--- src/rtl/divider_pkg.sv ---
// Shared types for the fixed-point restoring divider.
package divider_pkg;

    typedef enum logic [1:0] {IDLE, CALC, FIXUP, DONE} state_t;

    function automatic int cnt_width(input int qw);
        return $clog2(qw + 1);
    endfunction

endpackage

--- src/rtl/div_step.sv ---
// One restoring-division iteration: shift in a dividend bit, subtract D if it fits.
module div_step #(
    parameter int NI = 8
) (
    input  logic [NI:0]   r,
    input  logic          b,
    input  logic [NI-1:0] d,
    output logic [NI:0]   r_next,
    output logic          q_bit
);

    // R < D always holds, so 2R+b never needs more than NI+1 bits.
    assign q_bit  = ({r, b} >= {2'b00, d});
    assign r_next = q_bit ? (NI+1)'({r, b} - {2'b00, d}) : (NI+1)'({r, b});

endmodule

--- src/rtl/fx_restoring_divider_pipe.sv ---
// Sequential restoring divider, Q = floor(X*2^NF / D) in NI.NF fixed point, one bit per cycle.
// Define DIVIDER_SIGNED_EN to add the in_signed port and the signed FIXUP cycle.
module fx_restoring_divider_pipe
    import divider_pkg::*;
#(
    parameter int NI = 8,
    parameter int NF = 8
) (
    input  logic                 clk,
    input  logic                 reset_n,
    input  logic                 in_valid,
    output logic                 in_ready,
    input  logic [NI-1:0]        dividend,
    input  logic [NI-1:0]        divisor,
`ifdef DIVIDER_SIGNED_EN
    input  logic                 in_signed,
`endif
    output logic                 out_valid,
    input  logic                 out_ready,
    output logic [NI+NF-1:0]     quotient,
    output logic [NI-1:0]        remainder,
    output logic                 div_zero,
    output logic                 ovf
);

    localparam int QW = NI + NF;
    localparam int CW = cnt_width(QW);

    state_t          state_q, state_d;
    logic [NI-1:0]   x_q, x_d, d_q, d_d;
    logic [NI:0]     r_q, r_d, r_nx;
    logic [QW-1:0]   q_q, q_d;
    logic [CW-1:0]   cnt_q, cnt_d;
    logic [QW-1:0]   quo_q, quo_d;
    logic [NI-1:0]   rem_q, rem_d;
    logic            dz_q, dz_d, ovf_q, ovf_d;
    logic            q_bit;
`ifdef DIVIDER_SIGNED_EN
    localparam logic [QW-1:0] Q_MAX = {1'b0, {(QW-1){1'b1}}};
    localparam logic [QW-1:0] Q_MIN = {1'b1, {(QW-1){1'b0}}};
    logic            sgn_q, sgn_d, neg_q, neg_d, sx_q, sx_d;
    logic            sx_in, sd_in;
`endif

    div_step #(.NI(NI)) u_step (
        .r      (r_q),
        .b      (x_q[NI-1]),
        .d      (d_q),
        .r_next (r_nx),
        .q_bit  (q_bit)
    );

    always_comb begin
        state_d = state_q;
        x_d     = x_q;
        d_d     = d_q;
        r_d     = r_q;
        q_d     = q_q;
        cnt_d   = cnt_q;
        quo_d   = quo_q;
        rem_d   = rem_q;
        dz_d    = dz_q;
        ovf_d   = ovf_q;
`ifdef DIVIDER_SIGNED_EN
        sgn_d   = sgn_q;
        neg_d   = neg_q;
        sx_d    = sx_q;
        sx_in   = in_signed & dividend[NI-1];
        sd_in   = in_signed & divisor[NI-1];
`endif
        case (state_q)
            IDLE: if (in_valid) begin
`ifdef DIVIDER_SIGNED_EN
                x_d   = sx_in ? (~dividend + 1'b1) : dividend;
                d_d   = sd_in ? (~divisor + 1'b1) : divisor;
                sgn_d = in_signed;
                neg_d = sx_in ^ sd_in;
                sx_d  = sx_in;
`else
                x_d   = dividend;
                d_d   = divisor;
`endif
                if (divisor == '0) begin
                    state_d = DONE;
                    quo_d   = '1;
                    rem_d   = dividend;
                    dz_d    = 1'b1;
                    ovf_d   = 1'b0;
                end else begin
                    state_d = CALC;
                    r_d     = '0;
                    cnt_d   = '0;
                end
            end
            CALC: begin
                // Dividend bits leave from the MSB; quotient bits enter at the LSB.
                r_d   = r_nx;
                q_d   = {q_q[QW-2:0], q_bit};
                x_d   = x_q << 1;
                cnt_d = cnt_q + 1'b1;
                if (cnt_q == CW'(QW - 1)) begin
`ifdef DIVIDER_SIGNED_EN
                    if (sgn_q) state_d = FIXUP;
                    else
`endif
                    begin
                        state_d = DONE;
                        quo_d   = {q_q[QW-2:0], q_bit};
                        rem_d   = r_nx[NI-1:0];
                        dz_d    = 1'b0;
                        ovf_d   = 1'b0;
                    end
                end
            end
`ifdef DIVIDER_SIGNED_EN
            FIXUP: begin
                state_d = DONE;
                dz_d    = 1'b0;
                rem_d   = sx_q ? (~r_q[NI-1:0] + 1'b1) : r_q[NI-1:0];
                if (!neg_q) begin
                    ovf_d = (q_q > Q_MAX);
                    quo_d = (q_q > Q_MAX) ? Q_MAX : q_q;
                end else begin
                    ovf_d = (q_q > Q_MIN);
                    quo_d = (q_q > Q_MIN) ? Q_MIN : (~q_q + 1'b1);
                end
            end
`endif
            DONE: if (out_ready) state_d = IDLE;
            default: state_d = IDLE;
        endcase
    end

    always_ff @(posedge clk or negedge reset_n) begin
        if (!reset_n) begin
            state_q <= IDLE;
            x_q     <= '0;
            d_q     <= '0;
            r_q     <= '0;
            q_q     <= '0;
            cnt_q   <= '0;
            quo_q   <= '0;
            rem_q   <= '0;
            dz_q    <= 1'b0;
            ovf_q   <= 1'b0;
`ifdef DIVIDER_SIGNED_EN
            sgn_q   <= 1'b0;
            neg_q   <= 1'b0;
            sx_q    <= 1'b0;
`endif
        end else begin
            state_q <= state_d;
            x_q     <= x_d;
            d_q     <= d_d;
            r_q     <= r_d;
            q_q     <= q_d;
            cnt_q   <= cnt_d;
            quo_q   <= quo_d;
            rem_q   <= rem_d;
            dz_q    <= dz_d;
            ovf_q   <= ovf_d;
`ifdef DIVIDER_SIGNED_EN
            sgn_q   <= sgn_d;
            neg_q   <= neg_d;
            sx_q    <= sx_d;
`endif
        end
    end

    assign in_ready  = (state_q == IDLE);
    assign out_valid = (state_q == DONE);
    assign quotient  = quo_q;
    assign remainder = rem_q;
    assign div_zero  = dz_q;
    assign ovf       = ovf_q;

endmodule

--- config.mk ---
export PLATFORM = sky130hd
export DESIGN_NAME = fx_restoring_divider_pipe
export DESIGN_NICKNAME = d
export VERILOG_FILES = /design/src/rtl/divider_pkg.sv /design/src/rtl/div_step.sv /design/src/rtl/fx_restoring_divider_pipe.sv
export SDC_FILE = /design/constraint.sdc
export NUM_CORES = 1
export LEC_CHECK = 0
export CAP_MARGIN = 20
export CORE_MARGIN = 4
export CORE_UTILIZATION = 50
export CTS_BUF_LIST = sky130_fd_sc_hd__clkbuf_2 sky130_fd_sc_hd__clkbuf_4 sky130_fd_sc_hd__clkbuf_8
export DETAILED_ROUTE_END_ITERATION = 8
export GPL_TIMING_DRIVEN = 1
export PLACE_DENSITY = 0.74
export SYNTH_ARGS = -nofsm -noshare
export SYNTH_HDL_FRONTEND = slang
export SYNTH_HIERARCHICAL = 1
export SYNTH_SLANG_ARGS = --single-unit
--- constraint.sdc ---
create_clock -name clk -period 4.7 [get_ports clk]
set_input_delay 0.94 -clock clk [delete_from_list [all_inputs] [get_ports clk]]
set_output_delay 0.94 -clock clk [all_outputs]
set_load 0.005 [all_outputs]
==> run_summary.xml <==
<?xml version="1.0" encoding="UTF-8"?>
<metrics>
  <group name="status">
    <metric name="outcome" unit="">complete, no violations</metric>
  </group>
  <group name="clock_network">
    <metric name="clock_path_buffers" unit="">2</metric>
    <metric name="cts.repair_timing.setup_buffer_count" unit="">0</metric>
    <metric name="path_clk_slew" unit="ns">0.07</metric>
    <metric name="cts_sinks" unit="">72</metric>
    <metric name="tritoncts_clock_tree" unit="">yes</metric>
    <metric name="cts.root.buffer_cell" unit="">sky130_fd_sc_hd__clkbuf_8</metric>
    <metric name="hold_buffers" unit="">0</metric>
    <metric name="clock_tree.htree_level_count" unit="">3</metric>
    <metric name="inserted_clock_buffers" unit="">9</metric>
    <metric name="cts_repair_resize_count" unit="">0</metric>
    <metric name="worst_skew_pair.late_latency" unit="ns">0.34</metric>
  </group>
  <group name="global_routing">
    <metric name="global_route.overflow_total" unit="">0</metric>
    <metric name="pin_count_of_the_biggest_net_entering_global_routing" unit="">47</metric>
    <metric name="first_global_vias" unit="">2690</metric>
    <metric name="grt_pass1_wl" unit="µm">12700</metric>
    <metric name="antenna_found_initial" unit="">0</metric>
    <metric name="gr-usage-all-layers" unit="%">19.1</metric>
  </group>
  <group name="final_layout">
    <metric name="num_antenna_cells" unit="">0</metric>
    <metric name="fillerInstances" unit="">606</metric>
    <metric name="layout.nets" unit="">430</metric>
    <metric name="final_layout_size_suffix_gt1_share" unit="%">10.9</metric>
    <metric name="fin_util" unit="%">62.0</metric>
    <metric name="area.growth.synth_to_final" unit="%">19.6</metric>
  </group>
  <group name="synthesis">
    <metric name="synth_top_cells_by_area" unit="">sky130_fd_sc_hd__dfrtp_1, sky130_fd_sc_hd__nand2_1, sky130_fd_sc_hd__nor2_1</metric>
    <metric name="yosys_warnings" unit="">6</metric>
    <metric name="netlist-cell-type-count" unit="">51</metric>
    <metric name="async_flop_share" unit="%">100</metric>
    <metric name="synth_top_family_by_area" unit="">simple AND/OR/NAND/NOR gates</metric>
    <metric name="synth-compound-area-share" unit="%">15.0</metric>
    <metric name="ys_dominant_reg_cell" unit="">sky130_fd_sc_hd__dfrtp_1</metric>
    <metric name="adder_cell_share_of_the_synthesized_area" unit="%">4.08</metric>
    <metric name="syn_avg_cell_area" unit="µm²">9.92</metric>
    <metric name="mappedNetlistNets" unit="">390</metric>
    <metric name="post_synth_inst_count" unit="">359</metric>
    <metric name="synth_area_leader_cell" unit="">sky130_fd_sc_hd__dfrtp_1</metric>
    <metric name="synth-seq-area-share" unit="%">50.6</metric>
    <metric name="yosys_register_bits" unit="">72</metric>
    <metric name="top_cell_type_s_share_of_synthesized_area" unit="%">50.6</metric>
    <metric name="synth_enable_flop_cells" unit="">0</metric>
    <metric name="mappedNetlistArea" unit="µm²">3560</metric>
    <metric name="synth_most_common_cell" unit="">sky130_fd_sc_hd__dfrtp_1</metric>
    <metric name="synth-xor-area-share" unit="%">0.984</metric>
    <metric name="yosys-top-cells-count" unit="">sky130_fd_sc_hd__dfrtp_1, sky130_fd_sc_hd__nand2_1, sky130_fd_sc_hd__nor2_1, sky130_fd_sc_hd__a21oi_1, sky130_fd_sc_hd__inv_1</metric>
    <metric name="synth_simple_gate_area_share" unit="%">18.0</metric>
    <metric name="proportion_of_synthesized_area_in_mux_cells" unit="%">6.29</metric>
  </group>
  <group name="placement">
    <metric name="io_buffer_count" unit="">46</metric>
    <metric name="dp_hpwl" unit="µm">5080</metric>
    <metric name="dp_slack" unit="ns">1.33</metric>
    <metric name="gp_routability_congestion" unit="">0.892</metric>
  </group>
  <group name="timing">
    <metric name="aggregate_negative_setup_slack" unit="ns">0</metric>
    <metric name="setup_ws" unit="ns">1.69</metric>
    <metric name="final_hold_viol_count" unit="">0</metric>
    <metric name="post-route-min-period" unit="ns">3.01</metric>
    <metric name="tightest_slew" unit="ns">1.02</metric>
    <metric name="timing.max_slew.rel_slack" unit="%">31.7</metric>
    <metric name="final.hold.worst_slack" unit="ns">0.437</metric>
    <metric name="grt_setup_unrepaired" unit="">false</metric>
    <metric name="maxClockFrequency" unit="MHz">332</metric>
    <metric name="clock_skew" unit="ns">0.00924</metric>
    <metric name="final-max-slew-violation-count" unit="">0</metric>
    <metric name="setup_viol_count_final" unit="">0</metric>
    <metric name="post-route-period-util" unit="%">64.0</metric>
  </group>
  <group name="critical_path">
    <metric name="startpoint_type" unit="">input pin</metric>
    <metric name="arrival" unit="ns">3.26</metric>
    <metric name="endpoint_kind" unit="">flop</metric>
    <metric name="worst_ep_required_time" unit="ns">4.95</metric>
    <metric name="critPathKind" unit="">in2reg</metric>
    <metric name="critical_path_fanout_max" unit="">25</metric>
  </group>
  <group name="route">
    <metric name="final_antenna_net_count" unit="">0</metric>
    <metric name="dr.first_iter.drc_count" unit="">121</metric>
    <metric name="avgRoutedWirePerCell" unit="µm">14.8</metric>
    <metric name="drt_wl_total" unit="µm">7410</metric>
    <metric name="routed_via_density" unit="">5.32</metric>
    <metric name="dr_total_vias" unit="">2654</metric>
    <metric name="firstDrtPassIters" unit="">4</metric>
    <metric name="drt_drc_violations_left" unit="">0</metric>
  </group>
  <group name="floorplan">
    <metric name="num_rows" unit="">30</metric>
    <metric name="floorplan.die.width" unit="µm">92.4</metric>
    <metric name="core" unit="µm²">6870</metric>
    <metric name="die-area" unit="µm²">8530</metric>
    <metric name="pin_count" unit="">48</metric>
    <metric name="floorplan.initialDensity" unit="%">51.8</metric>
    <metric name="dieHeight" unit="µm">92.4</metric>
  </group>
  <group name="pwr">
    <metric name="power_density" unit="nW/µm²">798</metric>
    <metric name="static_leakage" unit="nW">1.95</metric>
    <metric name="vdd_ir_drop_max" unit="mV">0.392</metric>
  </group>
  <group name="hold_path">
    <metric name="timing.hold.worst.class" unit="">in2async</metric>
  </group>
  <group name="run">
    <metric name="maxCapViolCount" unit="">0</metric>
  </group>
</metrics>
[routing by layer]
metal	up-vias	GRT usage, %	part of all wire, %
met5	-	0	0
met4	0	7.05	1.0
met3	8	4.96	5.4
met2	72	30.6	49
met1	1273	24.9	45
li1	1301	-	-
[cell usage in the layout (no fill, tap or decap), drive strengths merged, types with 6 or more instances in the layout]
cell,count
dfrtp,72
nand2,70
nor2,46
clkdlybuf4s50,45
a21oi,27
inv,16
a22oi,15
a22o,12
mux2,11
clkbuf,11
mux2i,10
ha,10
o21ai,6
[where the power goes]
group | switching, mW | total [mW] | internal, mW
combinational | 0.891 | 1.77 | 0.877
sequential | 0.205 | 1.13 | 0.923
clock | 0.225 | 0.498 | 0.273
total | 1.32 | 3.40 | 2.07
[critical path, stage by stage]
cell                              delay (ns)
sky130_fd_sc_hd__clkdlybuf4s50_1        0.52
sky130_fd_sc_hd__or3b_2                 0.62
sky130_fd_sc_hd__or3_1                  0.84
sky130_fd_sc_hd__a22oi_1                0.33
[path summary, 6_finish.rpt]
check	start	to	slack (ns)	cells after the start
max	in_valid	remainder[1]	1.69	4
min	reset_n	x_q[5]	0.44	1
max reg2reg	x_q[7]	remainder[7]	1.71	11
min reg2reg	x_q[3]	x_q[3]	0.48	2
max in group asynchronous	reset_n	quotient[14]	3.66	2
min in group clk	x_q[3]	x_q[3]	0.48	2
[flip-flops by register name, summed over array words and instances, names as in the netlist]
register / flops
quotient: 16
q_q: 15
r_q: 9
d_q: 8
remainder: 8
x_q: 8
cnt_q: 5
state_q: 2
div_zero: 1
[per-stage QoR]
stage	instance area, µm²	cells	total power [mW]
4_1_cts	4240	498	3.42
2_1_floorplan	3560	359	2.40
6_report	4260	499	3.40
3_5_place_dp	4030	483	2.90
5_1_grt	4260	499	3.71
3_3_place_gp	4030	483	2.84
[kinds of logic (layout without fill, tap and decap cells)]
family	count (synthesis)	count (layout)
AO/OA/AOI/OAI	73	73
multiplexers	21	21
AND/OR/NAND/NOR	142	142
XOR/XNOR	4	4
adder cells (fa/ha/maj)	11	11
flip-flops	72	72
buffers and inverters	35	79
other	1	1
[layout make-up]
type	count	area (µm²)	area share, %
Inverter	15	56.3	1.32
Tap cell	96	120	2.82
Multi-Input combinational cell	252	1580	37.2
Sequential cell	72	1800	42.3
Clock buffer	11	151	3.56
Clock inverter	4	52.6	1.23
Timing Repair Buffer	49	490	11.5
Power figures use the tool's default switching activity.
